File: src/rtl/hams_pkg.sv
// Shared types and sizing constants for the HAMS bitonic/merge sort datapath.
package hams_pkg;

   localparam int unsigned HAMS_NUM_LANES      = 4;
   localparam int unsigned HAMS_DATA_WIDTH     = 32;
   localparam int unsigned HAMS_BLK_FIFO_DEPTH = 8;

   // Lane 0 occupies the least significant DATA_WIDTH bits of a block.
   typedef logic [HAMS_NUM_LANES-1:0][HAMS_DATA_WIDTH-1:0] sort_block_t;

endpackage

File: src/rtl/hams_sort_order_chk.sv
// Combinational ascending-order check across the lanes of one sorted block.
module hams_sort_order_chk
   import hams_pkg::*;
#(
   parameter int unsigned NUM_LANES  = HAMS_NUM_LANES,
   parameter int unsigned DATA_WIDTH = HAMS_DATA_WIDTH
) (
   input  logic [NUM_LANES*DATA_WIDTH-1:0] blk_data,
   output logic                            mis_order
);

   // Equal neighbouring keys are legal; only a strict decrease is flagged.
   always_comb begin
      mis_order = 1'b0;
      for (int i = 0; i < int'(NUM_LANES) - 1; i++) begin
         if (blk_data[i*DATA_WIDTH +: DATA_WIDTH] > blk_data[(i+1)*DATA_WIDTH +: DATA_WIDTH]) begin
            mis_order = 1'b1;
         end
      end
   end

endmodule

File: src/rtl/hams_sort_block_fifo.sv
// First-word-fall-through block FIFO between the bitonic sorter and the merge sorter,
// with backpressure, occupancy/block counters, flush and sticky error flags.
module hams_sort_block_fifo
   import hams_pkg::*;
#(
   parameter int unsigned NUM_LANES    = HAMS_NUM_LANES,
   parameter int unsigned DATA_WIDTH   = HAMS_DATA_WIDTH,
   parameter int unsigned FIFO_DEPTH   = HAMS_BLK_FIFO_DEPTH,
   parameter int unsigned AFULL_THRESH = 6,
   parameter int unsigned CHECK_ORDER  = 1
) (
   input  logic                               clk,
   input  logic                               rst_n,
   input  logic                               flush,
   input  logic                               in_vld,
   output logic                               in_rdy,
   input  logic [NUM_LANES*DATA_WIDTH-1:0]    in_data,
   input  logic                               in_last,
   output logic                               out_vld,
   input  logic                               out_rdy,
   output logic [NUM_LANES*DATA_WIDTH-1:0]    out_data,
   output logic                               out_last,
   output logic [$clog2(FIFO_DEPTH+1)-1:0]    entries,
   output logic                               almost_full,
   output logic [15:0]                        blk_count,
   output logic                               pass_done,
   output logic                               drop_err,
   output logic                               order_err
);

   localparam int unsigned BW = NUM_LANES * DATA_WIDTH;
   localparam int unsigned AW = $clog2(FIFO_DEPTH);
   localparam int unsigned PW = AW + 1;
   localparam int unsigned EW = $clog2(FIFO_DEPTH + 1);

   logic [BW-1:0]         mem_q [FIFO_DEPTH];
   logic [FIFO_DEPTH-1:0] last_q;

   logic [PW-1:0] wr_ptr_q, wr_ptr_d;
   logic [PW-1:0] rd_ptr_q, rd_ptr_d;
   logic [15:0]   blk_count_q, blk_count_d;
   logic          pass_done_q, pass_done_d;
   logic          drop_err_q, drop_err_d;
   logic          order_err_q, order_err_d;

   logic          full, empty, push, pop, mis_order;
   logic [PW-1:0] ptr_diff;

   // The extra pointer MSB separates full (wrapped once more) from empty.
   assign empty    = (wr_ptr_q == rd_ptr_q);
   assign full     = (wr_ptr_q[AW] != rd_ptr_q[AW]) &&
                     (wr_ptr_q[AW-1:0] == rd_ptr_q[AW-1:0]);
   assign ptr_diff = wr_ptr_q - rd_ptr_q;

   assign push = in_vld & ~full & ~flush;
   assign pop  = out_rdy & ~empty & ~flush;

   generate
      if (CHECK_ORDER != 0) begin : g_order_chk
         hams_sort_order_chk #(
            .NUM_LANES (NUM_LANES),
            .DATA_WIDTH(DATA_WIDTH)
         ) u_order_chk (
            .blk_data (in_data),
            .mis_order(mis_order)
         );
      end else begin : g_no_order_chk
         assign mis_order = 1'b0;
      end
   endgenerate

   always_comb begin
      wr_ptr_d    = wr_ptr_q;
      rd_ptr_d    = rd_ptr_q;
      blk_count_d = blk_count_q;
      pass_done_d = 1'b0;
      drop_err_d  = drop_err_q;
      order_err_d = order_err_q;
      if (flush) begin
         wr_ptr_d    = '0;
         rd_ptr_d    = '0;
         blk_count_d = '0;
         drop_err_d  = 1'b0;
         order_err_d = 1'b0;
      end else begin
         if (push) begin
            wr_ptr_d = wr_ptr_q + PW'(1);
            if (mis_order) begin
               order_err_d = 1'b1;
            end
         end
         if (pop) begin
            rd_ptr_d    = rd_ptr_q + PW'(1);
            blk_count_d = blk_count_q + 16'd1;
            pass_done_d = last_q[rd_ptr_q[AW-1:0]];
         end
         if (in_vld && full) begin
            drop_err_d = 1'b1;
         end
      end
   end

   always_ff @(posedge clk) begin
      if (!rst_n) begin
         wr_ptr_q    <= '0;
         rd_ptr_q    <= '0;
         blk_count_q <= '0;
         pass_done_q <= 1'b0;
         drop_err_q  <= 1'b0;
         order_err_q <= 1'b0;
      end else begin
         wr_ptr_q    <= wr_ptr_d;
         rd_ptr_q    <= rd_ptr_d;
         blk_count_q <= blk_count_d;
         pass_done_q <= pass_done_d;
         drop_err_q  <= drop_err_d;
         order_err_q <= order_err_d;
      end
   end

   // Block storage is deliberately left out of reset; the pointers define what is valid.
   always_ff @(posedge clk) begin
      if (push) begin
         mem_q[wr_ptr_q[AW-1:0]]  <= in_data;
         last_q[wr_ptr_q[AW-1:0]] <= in_last;
      end
   end

   assign in_rdy      = ~full;
   assign out_vld     = ~empty;
   assign out_data    = mem_q[rd_ptr_q[AW-1:0]];
   assign out_last    = last_q[rd_ptr_q[AW-1:0]];
   assign entries     = EW'(ptr_diff);
   assign almost_full = (ptr_diff >= PW'(AFULL_THRESH));
   assign blk_count   = blk_count_q;
   assign pass_done   = pass_done_q;
   assign drop_err    = drop_err_q;
   assign order_err   = order_err_q;

endmodule

File: config.mk
export PLATFORM = sky130hd
export DESIGN_NAME = hams_sort_block_fifo
export DESIGN_NICKNAME = d
export VERILOG_FILES = /design/src/rtl/hams_pkg.sv /design/src/rtl/hams_sort_order_chk.sv /design/src/rtl/hams_sort_block_fifo.sv
export SDC_FILE = /design/constraint.sdc
export NUM_CORES = 1
export LEC_CHECK = 0
export ABC_AREA = 1
export CAP_MARGIN = 20
export CORE_MARGIN = 2
export CORE_UTILIZATION = 45
export DETAILED_ROUTE_END_ITERATION = 10
export PLACE_DENSITY = 0.66
export SYNTH_ARGS = -nofsm -noshare
export SYNTH_HDL_FRONTEND = slang
export SYNTH_SLANG_ARGS = --single-unit
File: constraint.sdc
create_clock -name clk -period 12.64 [get_ports clk]
set_input_delay 2.528 -clock clk [delete_from_list [all_inputs] [get_ports clk]]
set_output_delay 2.528 -clock clk [all_outputs]
set_load 0.05 [all_outputs]
==> results of run 1 <==
-- kinds of logic after synthesis --
group	share of synthesized area [%]
AOI/OAI and AO/OA	10.93
xor gates and xnor gates	0.1009
adders and majority gates	2.986
buffers and inverters	3.191
DFF	72.78
and+or+nand+nor	10.01
-- critical path, cell delays in order (launching register included) --
cell and delay (ns):
dfxtp_4 0.63, inv_8 0.49, buf_16 0.45, buf_4 0.92, o21ai_0 0.16, o22ai_1 0.17
nor2_1 0.06, a31oi_1 0.44, clkdlybuf4s50_1 0.91
-- per-stage QoR --
step | setup slack [ns] | total power (uW) | util (%) | instance area, sq um
final | 4.963 | 7481 | 53.32 | 50810
after global routing | 4.658 | 7716 | 53.32 | 50810
after CTS | 4.893 | 7527 | 53.25 | 50740
after detailed placement | 5.646 | 4541 | 49.76 | 47410
after global placement | 5.635 | 4533 | 49.76 | 47410
after floorplan | 0.08226 | 4290 | - | 43410
-- how the worst max path moves through the flow --
stage               slack (ns)  cells past startpoint            to   from
floorplan                 0.08                      5     last_q[6]  flush
global placement          5.64                      7  out_data[79]   flop
detailed placement        5.65                      7  out_data[79]   flop
CTS                       4.89                      7  out_data[79]   flop
global route              4.66                      7  out_data[85]   flop
finish                    4.96                      8  out_data[79]   flop
-- area by class of cell --
type | count | area (sq um)
Antenna cell | 5 | 12.51
Tap cell | 1265 | 1583
Inverter | 150 | 588.1
Sequential cell | 1062 | 31600
Fill cell | 7984 | 44490
Clock buffer | 151 | 2937
Timing Repair Buffer | 318 | 3211
Clock inverter | 46 | 390.4
Multi-Input combinational cell | 2105 | 10490
-- state kept, by name, summed over array words and instances (netlist names), named ones only --
| register | cells |
|---|---|
| mem_q | 1024 |
| wr_ptr_q | 4 |
| order_err | 1 |
| drop_err | 1 |
| blk_count | 16 |
| rd_ptr_q | 4 |
| last_q | 8 |
| pass_done | 1 |
-- cells in the mapped netlist, types with 4 or more instances --
master    number  share of area, %
dfxtp_1       30               1.4
ha_1         102               2.9
o21a_1        10              0.17
buf_4          4             0.069
nand3_1       18              0.21
nor3_1         6             0.069
a21o_1         4             0.069
clkbuf_1     144               1.2
a21oi_1       63              0.73
inv_1        148               1.3
nand2_1      130               1.1
nand4_1        7              0.10
edfxtp_1    1032                71
o22ai_1      130               1.9
o21ai_0      536               6.2
buf_1          5             0.043
buf_2         46              0.53
nor2_1       947               8.2
a31oi_1      129               1.9
-- routing by layer --
layer  track usage [%]  up-vias
li1                  -    13142
met1             30.82    13898
met2             35.56     1000
met3             3.781      151
met4             6.764       12
met5                 0        -
-- power by group --
group	total (uW)	switching (uW)	internal, uW
registers	3900	10.6	3890
clock network	3020	1300	1720
logic	562	387	175
==> results.json, run 1 <==
{
  "synthCells": 3516,
  "routed-via-count": 28203,
  "clkTransAtPathRegs_ns": 0.06,
  "synth-main-ff-cell": "edfxtp_1",
  "h-tree-depth": 3,
  "slew_headroom_pct": 23.43,
  "endpoint_kind": "output pin",
  "arrival_ns": 5.15,
  "grt-ovfl-total": 0,
  "fin_nets": 3981,
  "layout_commonest_cell": "edfxtp_1",
  "yosysSeqAreaShare_pct": 72.78,
  "min_from": "order_err",
  "ys_warn_count": 0,
  "grt_pass1_vias": 26821,
  "syn2layout_area_growth_pct": 17.05,
  "rows": 113,
  "core_sq_um": 95290,
  "cts.sinks": 1062,
  "min_to": "order_err",
  "drtIter0Drc": 2978,
  "min_path_cells": 2,
  "postCtsHoldBufs": 0,
  "die_h_microns": 314.6,
  "rr_endpoint": "mem_q[4][121]",
  "clk_latency_ns": 0.68,
  "status": "completed",
  "fin_setup_tns_ns": 0,
  "grt_first_pass_wirelength_microns": 164900,
  "ys_async_sr_fraction_pct": 0,
  "setup_viol": 0,
  "max_cap_viol_count": 0,
  "fp.dieW_microns": 314.6,
  "r2r_cells": 11,
  "rrSetupSlack_ns": 8.55,
  "wl_microns": 111000,
  "hpwlAfterDp_microns": 60720,
  "r2r_start": "rd_ptr_q[1]",
  "top_layer_used": "met5",
  "worst_pin_slew_ns": 1.146,
  "antenna_left": 0,
  "syn_nets": 3753,
  "dieArea_sq_um": 98960,
  "cts_buffer_depth": 3,
  "cts_tree": "done",
  "setup.worst_path.start_class": "flop",
  "dp.cells": 4898,
  "via_per_inst": 5.528,
  "drt_first_pass_iters": 5,
  "synth-edff-count": 1032,
  "finalHoldViolations": 0,
  "synth_cell_type_count": 35,
  "final.min_clock_period_ns": 7.677,
  "clock-skew-final_ns": 0.03329,
  "critPathKind": "reg -> out",
  "ios": 289,
  "final_layout_size_suffix_gt1_share_pct": 5.167,
  "holdWs_ns": 0.4559,
  "p_per_area_nw_per_um2": 147.2,
  "routed-wl-met3_microns": 7795,
  "synth-seq-cells": 1062,
  "crit_fanout": 140,
  "min_period_over_period_pct": 60.74,
  "wl_met1_microns": 47200,
  "wl_per_cell_microns": 21.75,
  "mostFrequentLayoutCells": "edfxtp_1 (1032), nor2_1 (940), o21ai_0 (536)",
  "final_cells": 5102,
  "p_leak_uw": 0.01751,
  "antenna_found_initial": 12,
  "synth.cell_area_sq_um": 43410,
  "rsz0062_at_grt": "false",
  "cts_setup_buffers": 0,
  "initial_utilization_pct": 45.55,
  "fmax_mhz": 130.3,
  "worstPathRequired_ns": 10.11,
  "port_buffers": 288,
  "gpl.final_weighted_congestion": 0.7645,
  "ctsResizeCount": 0,
  "cts_root_buf": "clkbuf_16",
  "grt_usage_pct": 22.09,
  "drv_slew": 0,
  "irDropWorstVdd_mv": 0.09868,
  "synth.avg_cell_area_sq_um": 12.35,
  "drc": 0,
  "grt_max_degree": 220,
  "cts_buffers": 107,
  "hold_path_class": "reg -> reg",
  "wl_met2_microns": 53300
}
No activity file was read; power rests on OpenSTA's default activity.
==> inputs of run 2 (changes only) <==
--- a/config.mk
+++ b/config.mk
@@ -10,7 +10,6 @@
 export CORE_MARGIN = 2
 export CORE_UTILIZATION = 45
 export DETAILED_ROUTE_END_ITERATION = 10
-export PLACE_DENSITY = 0.66
 export SYNTH_ARGS = -nofsm -noshare
 export SYNTH_HDL_FRONTEND = slang
 export SYNTH_SLANG_ARGS = --single-unit
==> constraint.sdc (replaced) <==
create_clock -name clk -period 7.3 [get_ports clk]
set_input_delay 1.46 -clock clk [delete_from_list [all_inputs] [get_ports clk]]
set_output_delay 1.46 -clock clk [all_outputs]
set_load 0.05 [all_outputs]
==> run 2 against run 1 <==
Effect of this change: via count down 1.1%; setup slack worse by 3.4 ns; clock power up 75%; largest power group unchanged; critical endpoint is now out_data[89].
==> results.json, run 2 (synthesis results as in run 1) <==
{
  "p_sw_share_pct": 22.75,
  "drtIter0Drc": 2528,
  "crit_fanout": 187,
  "final_layout_size_suffix_gt1_share_pct": 5.362,
  "arrival_ns": 4.23,
  "p_seq_share_pct": 51.9,
  "setup_viol": 0,
  "cts.sinks": 1062,
  "status": "completed",
  "use_met3_pct": 4.190,
  "slew_headroom_pct": 25.97,
  "wl_microns": 113300,
  "holdWs_ns": 0.4526,
  "cts_buffer_depth": 3,
  "ctsResizeCount": 0,
  "slowest_delay_ns": 0.91,
  "worst_pin_slew_ns": 1.110,
  "postCtsHoldBufs": 0,
  "gpl.final_weighted_congestion": 0.7749,
  "p_leak_uw": 0.01759,
  "switchingPower_uw": 2965,
  "met2_usage_pct": 36.39,
  "critPathKind": "reg -> out",
  "grt_first_pass_wirelength_microns": 168800,
  "drc": 0,
  "fmax_mhz": 175.7,
  "clk_latency_ns": 0.68,
  "max_cap_viol_count": 0,
  "hold_path_class": "reg -> reg",
  "dp.cells": 4904,
  "mostFrequentLayoutCells": "edfxtp_1 (1032), nor2_1 (940), o21ai_0 (536)",
  "grt_usage_pct": 22.73,
  "worstPathRequired_ns": 5.84,
  "h-tree-depth": 3,
  "grt-ovfl-total": 0,
  "drv_slew": 0,
  "routed-via-count": 27884,
  "via_per_inst": 5.456,
  "p_per_area_nw_per_um2": 255.6,
  "layout_commonest_cell": "edfxtp_1",
  "antenna_left": 0,
  "initial_utilization_pct": 45.55,
  "port_buffers": 288,
  "cp_slowest_cell": "clkdlybuf4s50_1",
  "finalHoldViolations": 0,
  "cts_root_buf": "clkbuf_16",
  "grt_max_degree": 188,
  "p_int_uw": 10070,
  "fin_util_pct": 53.50,
  "cts_tree": "done",
  "min_period_over_period_pct": 77.97,
  "syn2layout_area_growth_pct": 17.44,
  "p_clk_share_pct": 40.6,
  "grt-busiest-layer": "met2",
  "final.min_clock_period_ns": 5.692,
  "irDropWorstVdd_mv": 0.1964,
  "grt_pass1_vias": 26719,
  "fp.dieW_microns": 314.6,
  "setup.worst_path.start_class": "flop",
  "rows": 113,
  "die_h_microns": 314.6,
  "cts_buffers": 111,
  "hpwlAfterDp_microns": 60510,
  "final_cells": 5111,
  "dieArea_sq_um": 98960,
  "largest_register_ffs": 1024,
  "endpoint_kind": "output pin",
  "clock-skew-final_ns": 0.02125,
  "drt_first_pass_iters": 5,
  "path_cells": "inv_8 > buf_12 > o21ai_0 > o22ai_1 > nor2_1 > a31oi_1 > clkdlybuf4s50_1",
  "cts_setup_buffers": 0,
  "rsz0062_at_grt": "false",
  "pwr-share-comb_pct": 7.5,
  "use_met1_pct": 31.56,
  "wl_per_cell_microns": 22.17,
  "clkTransAtPathRegs_ns": 0.06,
  "ios": 289,
  "core_sq_um": 95290,
  "antenna_found_initial": 14,
  "power_uw": 13030,
  "fin_nets": 3989
}
[run 2: cell types whose count changed in the layout (fill, tap and decap cells not counted), sizes merged, moves of 2 or more]
cell and delta:
clkbuf -4, clkinv +7, inv +2, clkinvlp +2
buf +4
[run 2: layout make-up]
type / instances / area [sq um]
diodes: 4 / 10.01
clock buffers: 147 / 3008
clock inverters: 56 / 381.6
fillers: 8081 / 44320
inverters: 150 / 588.1
multi-input cells: 2105 / 10500
flip-flops and latches: 1062 / 31600
well taps: 1265 / 1583
repair buffers: 322 / 3313
[run 2: layer usage]
| metal | share of wire (%) | wire (microns) |
|---|---|---|
| met1 | 44 | 49620 |
| met5 | 0.11 | 126 |
| met2 | 48 | 53840 |
| met4 | 2.5 | 2840 |
| met3 | 6.1 | 6871 |
[run 2: worst paths after layout]
| check | from | end | slack, ns | depth (start not counted) |
|---|---|---|---|---|
| worst max register to register | rd_ptr_q[1] | mem_q[0][123] | 3.77 | 10 |
| worst min-delay path | order_err | order_err | 0.45 | 2 |
| worst max-delay path | flop | out_data[89] | 1.61 | 7 |
| worst min register to register | order_err | order_err | 0.45 | 2 |
[run 2: power groups by stage]
stage | registers, uW | clock network (uW) | logic (uW)
finish | 6760 | 5290 | 981
global route | 6760 | 5630 | 1060
CTS | 6760 | 5390 | 994
detailed placement | 6880 | 0 | 989
global placement | 6880 | 0 | 982
floorplan | 6890 | 0 | 539
[run 2: through the flow]
step | TNS (ns) | area, sq um | setup slack [ns]
after detailed placement | 0 | 47580 | 2.297
after floorplan | -429.59 | 43420 | -0.7911
after global placement | 0 | 47580 | 2.292
final | 0 | 50980 | 1.608
after global routing | 0 | 50980 | 1.362
after CTS | 0 | 50970 | 1.544
[run 2: worst max-delay path, delay by kind of cell, from the launching register on]
| kind | cells | cell delay [ns] |
|---|---|---|
| AND/OR/NAND/NOR | 1 | 0.05 |
| flip-flops | 1 | 0.50 |
| AO/OA/AOI/OAI | 3 | 0.76 |
| buffers and inverters | 3 | 2.16 |
